`config.mk`:
```
export PLATFORM = sky130hd
export DESIGN_NAME = bsg_1_to_n_tagged_fifo_buffered_flat
export DESIGN_NICKNAME = d
export VERILOG_FILES = /design/src/rtl/bsg_1_to_n_tagged_fifo_buffered_pkg.sv /design/src/rtl/bsg_1_to_n_tagged_fifo_buffered_if.sv /design/src/rtl/bsg_1_to_n_tagged_fifo_buffered_channel.sv /design/src/rtl/bsg_1_to_n_tagged_fifo_buffered.sv /design/src/flat_wrapper.sv
export SDC_FILE = /design/constraint.sdc
export NUM_CORES = 2
export LEC_CHECK = 0
export ABC_AREA = 1
export CAP_MARGIN = 20
export CELL_PAD_IN_SITES_DETAIL_PLACEMENT = 0
export CELL_PAD_IN_SITES_GLOBAL_PLACEMENT = 1
export CORE_ASPECT_RATIO = 1.75
export CORE_MARGIN = 3
export CORE_UTILIZATION = 44
export DETAILED_ROUTE_END_ITERATION = 6
export PLACE_DENSITY = 0.76
export RECOVER_POWER = 50
export SYNTH_ARGS = -nofsm -noshare
export SYNTH_HDL_FRONTEND = slang
export SYNTH_SLANG_ARGS = --single-unit
```
`constraint.sdc`:
```
create_clock -name clk_i -period 2.6 [get_ports clk_i]
set_input_delay 0.26 -clock clk_i [delete_from_list [all_inputs] [get_ports clk_i]]
set_output_delay 0.26 -clock clk_i [all_outputs]
set_load 0.02 [all_outputs]
```
`src/rtl/bsg_1_to_n_tagged_fifo_buffered_pkg.sv`:
```
// Shared widths and helpers for the tagged 1-to-n buffered demux.
// Widths are derived from the channel count and per-channel depth.
package bsg_tagged_pkg;

  function automatic int tag_width(input int n);
    return (n > 1) ? $clog2(n) : 1;
  endfunction

  function automatic int count_width(input int els);
    return $clog2(els + 1);
  endfunction

  function automatic int ptr_width(input int els);
    return (els > 1) ? $clog2(els) : 1;
  endfunction

  function automatic logic tag_in_range(
    input int unsigned tag,
    input int unsigned n
  );
    return tag < n;
  endfunction

endpackage

```
`src/rtl/bsg_1_to_n_tagged_fifo_buffered_if.sv`:
```
// Tagged input stream plus per-channel valid/yumi output bundle.
// The slave side is the demux, the master side drives and consumes.
interface bsg_1_to_n_tagged_fifo_buffered_if
  import bsg_tagged_pkg::*;
#(
  parameter int num_out_p = 32,
  parameter int width_p   = 32,
  parameter int els_p     = 4
) ();

  localparam int tag_width_lp = tag_width(num_out_p);
  localparam int cnt_w_lp     = count_width(els_p);

  logic                          v_i;
  logic [width_p-1:0]            data_i;
  logic [tag_width_lp-1:0]       tag_i;
  logic                          yumi_o;
  logic                          drop_o;
  logic [num_out_p-1:0]          v_o;
  logic [num_out_p*width_p-1:0]  data_o;
  logic [num_out_p-1:0]          yumi_i;
  logic [num_out_p*cnt_w_lp-1:0] count_o;

  modport slave (
    input  v_i, data_i, tag_i, yumi_i,
    output yumi_o, drop_o, v_o, data_o, count_o
  );

  modport master (
    output v_i, data_i, tag_i, yumi_i,
    input  yumi_o, drop_o, v_o, data_o, count_o
  );

endinterface

```
`src/rtl/bsg_1_to_n_tagged_fifo_buffered_channel.sv`:
```
// One per-channel FIFO: registered head, no fall-through.
// Push is refused when full, even if a pop happens that cycle.
module bsg_tagged_fifo_channel
  import bsg_tagged_pkg::*;
#(
  parameter int width_p = 32,
  parameter int els_p   = 4,
  localparam int cnt_w_lp = count_width(els_p),
  localparam int ptr_w_lp = ptr_width(els_p)
) (
  input  logic                clk_i,
  input  logic                reset_n_i,
  input  logic                v_i,
  input  logic [width_p-1:0]  data_i,
  output logic                full_o,
  output logic                v_o,
  output logic [width_p-1:0]  data_o,
  input  logic                yumi_i,
  output logic [cnt_w_lp-1:0] count_o
);

  logic [ptr_w_lp-1:0] rd_q, rd_d;
  logic [ptr_w_lp-1:0] wr_q, wr_d;
  logic [cnt_w_lp-1:0] cnt_q, cnt_d;
  logic [width_p-1:0]  mem_q [els_p];
  logic                push;
  logic                pop;

  // Wrap explicitly so non-power-of-2 depths work.
  function automatic logic [ptr_w_lp-1:0] bump(
    input logic [ptr_w_lp-1:0] p
  );
    return (p == ptr_w_lp'(els_p - 1)) ? '0 : p + 1'b1;
  endfunction

  assign full_o  = (cnt_q == cnt_w_lp'(els_p));
  assign v_o     = (cnt_q != '0);
  assign push    = v_i & ~full_o;
  assign pop     = yumi_i & v_o;
  assign data_o  = mem_q[rd_q];
  assign count_o = cnt_q;

  always_comb begin
    rd_d  = rd_q;
    wr_d  = wr_q;
    cnt_d = cnt_q;
    if (push) wr_d = bump(wr_q);
    if (pop)  rd_d = bump(rd_q);
    unique case ({push, pop})
      2'b10:   cnt_d = cnt_q + 1'b1;
      2'b01:   cnt_d = cnt_q - 1'b1;
      default: cnt_d = cnt_q;
    endcase
  end

  always_ff @(posedge clk_i or negedge reset_n_i) begin
    if (!reset_n_i) begin
      rd_q  <= '0;
      wr_q  <= '0;
      cnt_q <= '0;
    end else begin
      rd_q  <= rd_d;
      wr_q  <= wr_d;
      cnt_q <= cnt_d;
    end
  end

  always_ff @(posedge clk_i) begin
    if (push) mem_q[wr_q] <= data_i;
  end

  a_pop_needs_valid: assert property (
    @(posedge clk_i) disable iff (!reset_n_i)
    !(yumi_i && !v_o)
  );

endmodule

```
`src/rtl/bsg_1_to_n_tagged_fifo_buffered.sv`:
```
// Tag decode, input accept/drop and output concatenation over
// num_out_p independent channel FIFOs.
module bsg_1_to_n_tagged_fifo_buffered
  import bsg_tagged_pkg::*;
#(
  parameter int num_out_p = 32,
  parameter int width_p   = 32,
  parameter int els_p     = 4
) (
  input  logic clk_i,
  input  logic reset_n_i,
  bsg_1_to_n_tagged_fifo_buffered_if.slave io
);

  localparam int cnt_w_lp = count_width(els_p);

  logic                          in_range;
  logic                          full_sel;
  logic [num_out_p-1:0]          hit;
  logic [num_out_p-1:0]          full;
  logic [num_out_p-1:0]          v_w;
  logic [num_out_p*width_p-1:0]  data_w;
  logic [num_out_p*cnt_w_lp-1:0] cnt_w;

  // Out-of-range tags select no channel, so full_sel stays 0.
  always_comb begin
    hit      = '0;
    full_sel = 1'b0;
    for (int k = 0; k < num_out_p; k++) begin
      if (int'(io.tag_i) == k) begin
        hit[k]   = 1'b1;
        full_sel = full[k];
      end
    end
  end

  assign in_range  = tag_in_range(32'(io.tag_i), num_out_p);
  assign io.yumi_o = reset_n_i & io.v_i & (~in_range | ~full_sel);
  assign io.drop_o = reset_n_i & io.v_i & ~in_range;

  for (genvar k = 0; k < num_out_p; k++) begin : g_ch
    bsg_tagged_fifo_channel #(
      .width_p (width_p),
      .els_p   (els_p)
    ) u_ch (
      .clk_i     (clk_i),
      .reset_n_i (reset_n_i),
      .v_i       (reset_n_i & io.v_i & hit[k]),
      .data_i    (io.data_i),
      .full_o    (full[k]),
      .v_o       (v_w[k]),
      .data_o    (data_w[k*width_p +: width_p]),
      .yumi_i    (io.yumi_i[k]),
      .count_o   (cnt_w[k*cnt_w_lp +: cnt_w_lp])
    );
  end

  assign io.v_o     = v_w;
  assign io.data_o  = data_w;
  assign io.count_o = cnt_w;

endmodule
```
`src/flat_wrapper.sv`:
```
// flat-port wrapper written by rule: the top's interface ports become plain ports
module bsg_1_to_n_tagged_fifo_buffered_flat import bsg_tagged_pkg::*;
#(
  parameter int num_out_p = 32,
  parameter int width_p   = 32,
  parameter int els_p     = 4
)
  (clk_i, reset_n_i, io_v_i, io_data_i, io_tag_i, io_yumi_i, io_yumi_o, io_drop_o, io_v_o, io_data_o, io_count_o);
  bsg_1_to_n_tagged_fifo_buffered_if #(.num_out_p(num_out_p), .width_p(width_p), .els_p(els_p)) io_i ();
  input  logic clk_i;
  input  logic reset_n_i;
  input wire logic [$bits(io_i.v_i)-1:0] io_v_i;
  input wire logic [$bits(io_i.data_i)-1:0] io_data_i;
  input wire logic [$bits(io_i.tag_i)-1:0] io_tag_i;
  input wire logic [$bits(io_i.yumi_i)-1:0] io_yumi_i;
  output wire logic [$bits(io_i.yumi_o)-1:0] io_yumi_o;
  output wire logic [$bits(io_i.drop_o)-1:0] io_drop_o;
  output wire logic [$bits(io_i.v_o)-1:0] io_v_o;
  output wire logic [$bits(io_i.data_o)-1:0] io_data_o;
  output wire logic [$bits(io_i.count_o)-1:0] io_count_o;
  assign io_i.v_i = io_v_i;
  assign io_i.data_i = io_data_i;
  assign io_i.tag_i = io_tag_i;
  assign io_i.yumi_i = io_yumi_i;
  assign io_yumi_o = io_i.yumi_o;
  assign io_drop_o = io_i.drop_o;
  assign io_v_o = io_i.v_o;
  assign io_data_o = io_i.data_o;
  assign io_count_o = io_i.count_o;
  bsg_1_to_n_tagged_fifo_buffered #(.num_out_p(num_out_p), .width_p(width_p), .els_p(els_p)) u_core (.clk_i(clk_i), .reset_n_i(reset_n_i), .io(io_i));
endmodule
```
==> results_dict.tcl <==
set metrics [dict create \
    cp.arrival_ns 3.57 \
    rr_endpoint "u_core.g_ch[28].u_ch.count_o[2]" \
    critPathBufInv 7 \
    critical_path.top_delay_family "simple AND/OR/NAND/NOR gates" \
    layout.nets 14100 \
    synthFlopType "edfxtp_1" \
    synth_cells 11600 \
    drcViolationCount 0 \
    cp_max_fo 4 \
    grt_max_degree 95 \
    fmax_ghz 0.261 \
    cts_root_buffer "clkbuf_16" \
    grtUsageTotal 0.283 \
    violations "antenna rules, capacitance limit, slew limit, setup timing" \
    cts.path.max_buffers 4 \
    via_per_inst 5.75 \
    io_buffers 1224 \
    slew_viol_final 1523 \
    drt_wl_total_mm 560 \
    worst_slew_pin_slew_ns 2.71 \
    required_ns 2.34 \
    maxSlewHeadroom -0.808 \
    outcome "complete, but fails checks" \
    drive_gt1_frac 0.251 \
    worst_setup_path_start_kind "input port" \
    rows 296 \
    slowest_delay_ns 0.51 \
    r2r-start "u_core.g_ch[28].u_ch.count_o[0]" \
    grt_pass1_vias 108000 \
    clkTransAtPathRegs_ns 0.07 \
    hold_end "u_core.g_ch[22].u_ch.rd_q[1]" \
    holdPathStages 4 \
    postRouteAntennaNets 1 \
    routedWlPerCell_um 29.3 \
    final_common_cell "edfxtp_1" \
    initial_core_util 0.442 \
    fillCellCount 28700 \
    cts_buffers 383 \
    stdcell_count 19100 \
    yosysSeqAreaShare 0.782 \
    path_cells "clkdlybuf4s50_1 > buf_12 > inv_1 > nor2_1 > nand2_1 > nor2_1 > buf_4 > o31ai_1 > buf_2 > nand2_1 > nand3_1 > nand2_1 > nand4_1 > nand2_1 > nand4_1 > nor2_2 > nand3_2 > nand2_1 > nand4_1 > nor2_1 > nand4_1 > nor2_1 > buf_4 > buf_12" \
    hpwl_mm 344 \
    core_mm2 0.371 \
    grt_antenna_before_repair 51 \
    worst_skew_pair.late_latency_ns 0.94 \
    hold_slack_ns 0.161 \
    finalHoldViolCount 0 \
    finClkSkew_ns 0.0450 \
    synth_cell_type_count 30 \
    grt_pass1_wl_mm 779 \
    finalCriticalPeriod_ns 3.83 \
    rsz0062_at_grt "true" \
    place_congestion 0.872 \
    regArea_mm2 0.129 \
    dr.pass1.iters 7 \
    grt_overflow_total 0 \
    die-width_um 468 \
    setup_tns_ns -1651.76 \
    htree_levels 5 \
    synth_area_per_cell_um2 14.2 \
    drt_iter0_markers 11600 \
    power.leakage_nw 73.2 \
    area_growth_pct 28.1 \
    syn_nets 11900 \
    min_path_type "in2reg" \
    ys_ff_latch 4320 \
    multi_input_area_mm2 0.0356 \
    die-area_mm2 0.381 \
    critPathCaptureType "output port" \
    vias 110000 \
    die_h_um 815 \
    synthArstFlopShare 0.0519 \
    final_cell_mix "edfxtp_1 (4096), nor2_1 (2011), o21ai_0 (1871)" \
    hp-start "io_yumi_i[22]" \
    critical_path_class "in2out" \
    cts_tree "built" \
    worst_slack_ns -1.23 \
    synth_warnings 0 \
    r2r_setup_slack_ns -0.11 \
    clock-sinks 4320 \
    crit_slowest_cell "clkdlybuf4s50_1" \
    dp.cells 18000 \
    p_per_area_mw_per_mm2 1190 \
    synth-edff-count 4096 \
    path_common_cell "nand2_1" \
    r2r_cells 11 \
    synth_area_mm2 0.164 \
    ir_drop_mv 1.03 \
    setup_violations 5002 \
    timing.final.crit_share 1.47 \
    maxCapViolCount 31 \
    io_pins 1226 \
]
-- worst reg2reg max path, stage by stage, from the launching register on --
cell,delay [ns]
dfrtp_1,0.44
nor3_1,0.44
buf_4,0.24
nor3_1,0.07
clkbuf_1,0.25
inv_1,0.15
ha_1,0.15
inv_1,0.06
fa_1,0.38
a21oi_1,0.15
o21ai_0,0.12
xor2_1,0.15
-- registers in the layout, summed over array words and instances (netlist names) --
name	cells
u_core.g_ch.u_ch.mem_q	4096
u_core.g_ch.u_ch.wr_q	64
u_core.g_ch.u_ch.count_o	96
u_core.g_ch.u_ch.rd_q	64
-- per-stage QoR --
step                 util  setup slack [ns]  power, mW  area [µm²]
finish              0.567             -1.23        251      211000
global route        0.567             -1.50        260      210000
CTS                 0.565             -1.41        249      210000
detailed placement  0.515             -1.34        181      191000
global placement    0.515             -1.46        179      191000
floorplan               -            -0.524        127      165000
-- cell type report --
cell class / instances / area share
Sequential cell: 4320 / 0.611
Tap cell: 4917 / 0.0292
Timing Repair Buffer: 2515 / 0.121
Timing Repair inverter: 3 / 0.0000951
Antenna cell: 44 / 0.000523
Clock buffer: 466 / 0.0479
Multi-Input combinational cell: 6181 / 0.169
Clock inverter: 242 / 0.0123
Inverter: 427 / 0.00837
-- routing by layer --
| layer | global-route usage | share of wire | wire [µm] | vias up |
|---|---|---|---|---|
| met5 | 0 | 0.00016 | 91 | - |
| met4 | 0.144 | 0.064 | 35600 | 14 |
| met3 | 0.0778 | 0.10 | 57500 | 1125 |
| met2 | 0.471 | 0.48 | 271000 | 5514 |
| met1 | 0.336 | 0.35 | 195000 | 55600 |
| li1 | - | - | - | 47600 |
-- kinds of logic (layout without fill, tap and decap cells) --
logic type,count (synthesis),in the layout,synth area share
DFF,4320,4320,0.782
and+or+nand+nor,2573,2573,0.0605
AOI/OAI and AO/OA,3317,3317,0.109
other,1,45,0.0000228
muxes,2,2,0.000137
xor gates and xnor gates,64,64,0.00341
buffers and inverters,1106,3653,0.0260
adders and majority gates,224,224,0.0185
-- cell usage after synthesis, types with 47 or more instances --
master    number  area (µm²)
ha_1         192        2400
edfxtp_1    4096      123000
dfrtp_1      224        5610
nor3_1        47         235
nor2_1      2255        8460
nand3_1       63         315
nand2_1      154         578
o21ai_0     2212       11100
o22ai_1     1024        6410
clkbuf_1     644        2420
inv_1        426        1600
a21oi_1       75         375
-- worst max-delay path by stage --
stage                                         from                          endpoint  slack [ns]  cells after the start
floorplan                              io_tag_i[4]  u_core.g_ch[28].u_ch.mem_q[0][0]       -0.52                      8
detailed placement                     io_tag_i[0]                         io_yumi_o       -1.34                     24
global placement                       io_tag_i[0]                         io_yumi_o       -1.46                     23
global route        u_core.g_ch[1].u_ch.count_o[1]                         io_yumi_o       -1.50                     23
finish                                 io_tag_i[0]                         io_yumi_o       -1.23                     24
CTS                 u_core.g_ch[1].u_ch.count_o[1]                         io_yumi_o       -1.41                     23
-- repair_timing --
| action | CTS | global route |
|---|---|---|
| gates resized for setup | 4986 | 901 |
| gates cloned | 121 | 23 |
| pin swaps | 211 | 110 |
| hold endpoints to repair | 1727 | 0 |
| setup endpoints to repair | 1046 | 817 |
| buffers inserted | 182 | 76 |
| hold buffers | 33 | 0 |
-- report_power, final --
part / total, mW / switching, mW / leakage, nW / internal (mW)
sequential: 79.7 / 1.73 / 39.3 / 78.0
clock: 57.9 / 25.8 / 6.15 / 32.1
combinational: 113 / 71.1 / 27.7 / 42.4
total: 251 / 98.6 / 73.2 / 153
Power figures use the tool's default switching activity.
